### config.mk
export PLATFORM = sky130hd
export DESIGN_NAME = vga_scan_driver
export DESIGN_NICKNAME = d
export VERILOG_FILES = /design/src/rtl/vga_scan_driver.sv
export SDC_FILE = /design/constraint.sdc
export NUM_CORES = 1
export LEC_CHECK = 0
export CAP_MARGIN = 30
export CORE_ASPECT_RATIO = 1.2
export CORE_MARGIN = 4
export CORE_UTILIZATION = 49
export CTS_BUF_LIST = sky130_fd_sc_hd__clkbuf_8
export DETAILED_ROUTE_END_ITERATION = 10
export PLACE_DENSITY_LB_ADDON = 0.12
export SYNTH_ARGS = -nofsm -noshare
export SYNTH_HDL_FRONTEND = slang
export SYNTH_SLANG_ARGS = --single-unit
export TNS_END_PERCENT = 100
### constraint.sdc
create_clock -name CLK -period 4.35 [get_ports CLK]
set_clock_uncertainty 0.05 [all_clocks]
set_input_delay 0.87 -clock CLK [delete_from_list [all_inputs] [get_ports CLK]]
set_output_delay 0.87 -clock CLK [all_outputs]
set_load 0.01 [all_outputs]
### src/rtl/vga_scan_driver.sv
// VGA raster timing generator: owns the h/v scan counters, aligns the producer colour with blank/sync decode, drives registered pins.
// Latency from H_CNT to pins is PRODUCER_LAT+1 enabled cycles; PIX_EN=0 stalls every stage and holds the pins.
module vga_scan_driver #(
  parameter int H_CNT_WID    = 10,
  parameter int V_CNT_WID    = 10,
  parameter int H_VISIBLE    = 640,
  parameter int H_FRONT      = 16,
  parameter int H_SYNC       = 96,
  parameter int H_BACK       = 48,
  parameter int V_VISIBLE    = 480,
  parameter int V_FRONT      = 10,
  parameter int V_SYNC       = 2,
  parameter int V_BACK       = 33,
  parameter bit HSYNC_POL    = 1'b0,
  parameter bit VSYNC_POL    = 1'b0,
  parameter int PRODUCER_LAT = 1
) (
  input  logic                 CLK,
  input  logic                 RST_N,
  input  logic                 PIX_EN,
  output logic [H_CNT_WID-1:0] H_CNT,
  output logic [V_CNT_WID-1:0] next_V_CNT,
  output logic                 NEXT_FRAME,
  output logic                 H_BLANKING,
  input  logic [3:0]           r,
  input  logic [3:0]           g,
  input  logic [3:0]           b,
  output logic [3:0]           VGA_R,
  output logic [3:0]           VGA_G,
  output logic [3:0]           VGA_B,
  output logic                 VGA_HSYNC,
  output logic                 VGA_VSYNC
);

  localparam int H_TOTAL = H_VISIBLE + H_FRONT + H_SYNC + H_BACK;
  localparam int V_TOTAL = V_VISIBLE + V_FRONT + V_SYNC + V_BACK;

  localparam logic [H_CNT_WID-1:0] H_LAST     = H_CNT_WID'(H_TOTAL - 1);
  localparam logic [H_CNT_WID-1:0] H_VIS      = H_CNT_WID'(H_VISIBLE);
  localparam logic [H_CNT_WID-1:0] H_SYNC_BEG = H_CNT_WID'(H_VISIBLE + H_FRONT);
  localparam logic [H_CNT_WID-1:0] H_SYNC_END = H_CNT_WID'(H_VISIBLE + H_FRONT + H_SYNC);
  localparam logic [V_CNT_WID-1:0] V_LAST     = V_CNT_WID'(V_TOTAL - 1);
  localparam logic [V_CNT_WID-1:0] V_VIS      = V_CNT_WID'(V_VISIBLE);
  localparam logic [V_CNT_WID-1:0] V_SYNC_BEG = V_CNT_WID'(V_VISIBLE + V_FRONT);
  localparam logic [V_CNT_WID-1:0] V_SYNC_END = V_CNT_WID'(V_VISIBLE + V_FRONT + V_SYNC);

  logic [H_CNT_WID-1:0] r_h;
  logic [V_CNT_WID-1:0] r_v;
  logic                 w_h_last;
  logic                 w_v_last;

  assign w_h_last = (r_h == H_LAST);
  assign w_v_last = (r_v == V_LAST);

  always_ff @(posedge CLK or negedge RST_N) begin
    if (!RST_N) begin
      r_h <= '0;
      r_v <= '0;
    end else if (PIX_EN) begin
      r_h <= w_h_last ? '0 : r_h + 1'b1;
      if (w_h_last) begin
        r_v <= w_v_last ? '0 : r_v + 1'b1;
      end
    end
  end

  assign H_CNT      = r_h;
  assign H_BLANKING = (r_h >= H_VIS);
  assign next_V_CNT = w_v_last ? '0 : r_v + 1'b1;
  assign NEXT_FRAME = PIX_EN && (r_h == '0) && (r_v == V_VIS);

  // Decode bundle {active, hs_act, vs_act}; it travels alongside the producer's pipeline.
  logic [2:0] w_stage_in;
  logic [2:0] w_stage_out;

  assign w_stage_in = {(r_h < H_VIS) && (r_v < V_VIS),
                       (r_h >= H_SYNC_BEG) && (r_h < H_SYNC_END),
                       (r_v >= V_SYNC_BEG) && (r_v < V_SYNC_END)};

  generate
    if (PRODUCER_LAT == 0) begin : g_no_dly
      assign w_stage_out = w_stage_in;
    end else begin : g_dly
      logic [PRODUCER_LAT-1:0][2:0] r_pipe;

      always_ff @(posedge CLK or negedge RST_N) begin
        if (!RST_N) begin
          r_pipe <= '0;
        end else if (PIX_EN) begin
          r_pipe[0] <= w_stage_in;
          for (int i = 1; i < PRODUCER_LAT; i++) begin
            r_pipe[i] <= r_pipe[i-1];
          end
        end
      end

      assign w_stage_out = r_pipe[PRODUCER_LAT-1];
    end
  endgenerate

  logic [11:0] r_rgb;
  logic        r_hsync;
  logic        r_vsync;

  always_ff @(posedge CLK or negedge RST_N) begin
    if (!RST_N) begin
      r_rgb   <= '0;
      r_hsync <= ~HSYNC_POL;
      r_vsync <= ~VSYNC_POL;
    end else if (PIX_EN) begin
      r_rgb   <= w_stage_out[2] ? {r, g, b} : 12'd0;
      r_hsync <= w_stage_out[1] ? HSYNC_POL : ~HSYNC_POL;
      r_vsync <= w_stage_out[0] ? VSYNC_POL : ~VSYNC_POL;
    end
  end

  assign VGA_R     = r_rgb[11:8];
  assign VGA_G     = r_rgb[7:4];
  assign VGA_B     = r_rgb[3:0];
  assign VGA_HSYNC = r_hsync;
  assign VGA_VSYNC = r_vsync;

endmodule

# == Word level (Yosys, flattened, before mapping) ==
# Index checks and enable logic that the tools add are counted.
# W data, S select, Z words.
# totals
latch_bits,0
output_inout_bits,36
reg_bits,37
ram_bits,0
word_cells,30
input_bits,15
n_memories,0
mem_bits_ro,0
# op_classes
shift,0
mux,5
n_reduce_logical,7
bitwise_logic,0
multipliers,0
n_addsub,2
div_mod_pow,0
n_lt_le_gt_ge,7
n_eq_ne,3
# op_table
cell,count
$add A10 B1 Y10 const B,2
$eq A10 B10 Y1 const B,2
$ge A10 B10 Y1 const B,2
$lt A10 B10 Y1 const B,2
$lt A10 B9 Y1 const B,2
$mux W10,2
$mux W12,1
$eq A10 B9 Y1 const B,1
$ge A10 B9 Y1 const B,1
$logic_not A10 Y1,1
$logic_and A1 B1 Y1,5
$mux W1,2
$reduce_and A2 Y1,1

# == Depth between registers and ports, before layout ==
# depth
depth_word,3
depth_mapped,7

# == Worst setup path before layout ==
# Ideal clock, no wire load.
# synth_path
path_type,input port to output port
from,input PIX_EN
to,output NEXT_FRAME
cell_stages,4
setup_slack_ps,1871
arrival_time_ps,1559
n_path_buf,1
cell_sequence,buf_2 > nand2_1 > nor4_1 > and4_1
# synth_via
elab_chain_len,2
# synth_lines
element,line_no,text
start: declaration,20,"input logic PIX_EN,"
$logic_and A1 B1 Y1 (2 in a row),70,assign NEXT_FRAME = PIX_EN && (r_h == '0) && (r_v == V_VIS);
end: declaration,23,"output logic NEXT_FRAME,"
# Every way passes these cells.

# == Worst setup path after layout ==
# Same ends and word-level chain as after synthesis.

==> impl_results.md <==
- Status: finished clean
- Final Cycle Share: 78.0%
- VDD IR max: 0.000186 V
- ANT cells: 0
- First-pass GRT wire length: 7380 um
- Crit end category: output port
- Die Wd: 64.9 um
- Clock transition at path regs: 0.07 ns
- Slew Limit Fails: 0
- Hold path cells: 1
- Max-Cap Viols: 0
- Routability Congestion: 0.838
- EDFF count, synth: 0
- Worst-margin pin slew: 0.808 ns
- Final setup TNS: 0 ns
- Area Growth Syn to Fin: 32.0%
- Ys async rst share: 100%
- Unrepaired setup endpoints after global routing: false
- Reg2reg setup slack: 2.09 ns
- Commonest non-fill, non-tap cell in the layout: clkdlybuf4s50_1
- F_max: 0.295 GHz
- H-tree Lvls: 2
- Syn Inst Count: 207
- Sink Count: 37
- Avg Cell Area, Syn: 9.21 um2
- Count of cell types in the netlist: 40
- Remaining DRCs: 0
- Global route overflow: 0
- Most used cell, CP: clkdlybuf4s50_1
- Post-CTS Setup Repair Bufs: 0
- Setup violators final: 0
- Area of the core: 3690 um2
- Synth Flop Type: dfrtp_1
- Initial DRT Pass Iterations: 4
- Total GRT Usage: 18.6%
- Worst Path Max Fanout: 2
- 1st-iter DRT viols: 75
- Antenna violations before repair: 0
- Dpl hpwl: 3080 um
- Starting Density: 51.6%
- Clock Path Buffers: 2
- Die height: 76.3 um
- Synthesized area: 1910 um2
- Post-place setup slack: 0.932 ns
- Max incr delay on CP: 0.53 ns
- Minimum clock period after layout: 3.39 ns
- Final hold viol count: 0
- Yosys top cell area share: 46.0%
- Pin count of the biggest net entering global routing: 38
- CTS tree: done
- Cell total after placement: 297
- Startpoint Class: input pin
- # nets final: 271
- Cells on worst reg2reg path: 5
- Leakage power: 1.05 nW
- Vias: 1,640
- Inserted Clock Buffers: 5
- Worst hold-check path type: flop to flop
- Clk Latency, worst-skew pair: 0.28 ns
- Share of layout cells above drive strength 1: 5.53%
- Vias/cell: 5.38
- Top Ports: 51
- Power density cells: 322 nW/um2
- Max_slew headroom: 46.1%
- CTS root buf: clkbuf_8
- Worst path arrival time: 2.47 ns
- Setup CP Type: input pin to output port
- Fillers: 317
- Number of global-route vias before repair: 1,623
- Die ar.: 4950 um2
- Synth area leaders: dfrtp_1 (46%), o21ai_0 (6.0%), nand3_1 (5.0%), inv_1 (4.1%), xnor2_1 (4.1%)
- Final core utilization: 68.1%
- PortBufs: 50
- Worst path required time: 3.43 ns
- Post-synthesis register bit count: 37
- Layout Cells excl Fill: 305
- CTS Hold Bufs: 0
- Final worst slack: 0.958 ns
- Routed Antenna Nets: 0
- Syn. warnings: 0
- Cell Rows: 24
- Seq/Total Area, Yosys: 48.7%
- WL per Instance: 14.2 um
- Most frequent cells in the layout: clkdlybuf4s50_1 (49), dfrtp_1 (35), inv_1 (23), o21ai_0 (23), nand3_1 (19)
- Synth Net Count: 226
- Area leader, netlist: dfrtp_1
- DRT Wirelength: 4320 um
- CP cell instances: clkdlybuf4s50_1 > nand2_1 > nor4_1 > and4_1 > clkdlybuf4s50_1
- Gates resized, CTS repair: 0
- Worst-path cell with the longest stage delay: clkdlybuf4s50_1
[critical path: cells and delay by family]
kind                   cells  cell delay (ns)
buffers and inverters      2             1.00
and+or+nand+nor            3             0.60
[Yosys cell counts, drive strengths merged, types with 2 or more instances]
| master | count |
|---|---|
| o22ai | 2 |
| nand4 | 7 |
| or3 | 2 |
| xnor2 | 9 |
| and3 | 4 |
| a21oi | 3 |
| inv | 21 |
| nand2 | 11 |
| dfrtp | 35 |
| nor4b | 2 |
| o31ai | 3 |
| nand2b | 3 |
| o21ai | 24 |
| nor4 | 4 |
| buf | 4 |
| nor3 | 5 |
| and2 | 2 |
| o2bb2ai | 2 |
| xor2 | 6 |
| clkbuf | 10 |
| ha | 4 |
| or4 | 2 |
| nor2 | 9 |
| nand3 | 19 |
| dfstp | 2 |
[flip-flops by register name, summed over array words and instances, names as in the netlist]
register	cells
H_CNT	10
r_rgb	12
r_v	10
VGA_HSYNC	1
VGA_VSYNC	1
g_dly.r_pipe	3
[power by group]
part | internal, mW | leakage [nW] | switching (mW)
clock | 0.125 | 0.0538 | 0.114
sequential | 0.373 | 0.479 | 0.0536
combinational | 0.0833 | 0.518 | 0.0607
[kinds of logic (layout without fill, tap and decap cells)]
logic type	Yosys count	count (layout)	synth area share, %
simple gates	75	75	21.7
compound gates	38	38	11.7
flops	37	37	48.7
buf+inv	36	82	7.29
xor+xnor	15	15	6.89
fa+ha+maj	4	4	2.63
mux	2	2	1.12
[path summary, 6_finish.rpt]
kind                                       from    endpoint
min in group asynchronous                 RST_N    H_CNT[7]
max in group asynchronous                 RST_N    H_CNT[1]
worst min register to register  g_dly.r_pipe[0]   VGA_VSYNC
worst max register to register         H_CNT[1]      r_v[9]
worst max-delay path                     PIX_EN  NEXT_FRAME
worst min-delay path            g_dly.r_pipe[0]   VGA_VSYNC
[layer usage]
layer | global-route usage (%) | part of all wire (%) | vias to the layer above
li1 | - | - | 802
met1 | 23.6 | 44 | 789
met2 | 31.7 | 51 | 47
met3 | 3.54 | 5.1 | 2
met4 | 5.71 | 0.32 | 0
met5 | 0 | 0 | -
[final cells by class]
type	instances	area [um2]	share of cell area [%]
Clock buffer	6	82.6	3.28
Clock inverter	2	7.51	0.299
Inverter	22	82.6	3.28
Multi-Input combinational cell	134	838	33.3
Sequential cell	37	928	36.9
Tap cell	52	65.1	2.59
Timing Repair Buffer	52	510	20.3
[per-stage QoR]
stage / total power [mW] / hold WS (ns) / area, um2
after CTS: 0.817 / 0.404 / 2510
after detailed placement: 0.578 / 0.376 / 2420
after global routing: 0.857 / 0.440 / 2510
after floorplan: 0.492 / 0.342 / 1910
after global placement: 0.576 / 0.382 / 2420
final: 0.809 / 0.397 / 2510
No activity file was read; power rests on OpenSTA's default activity.
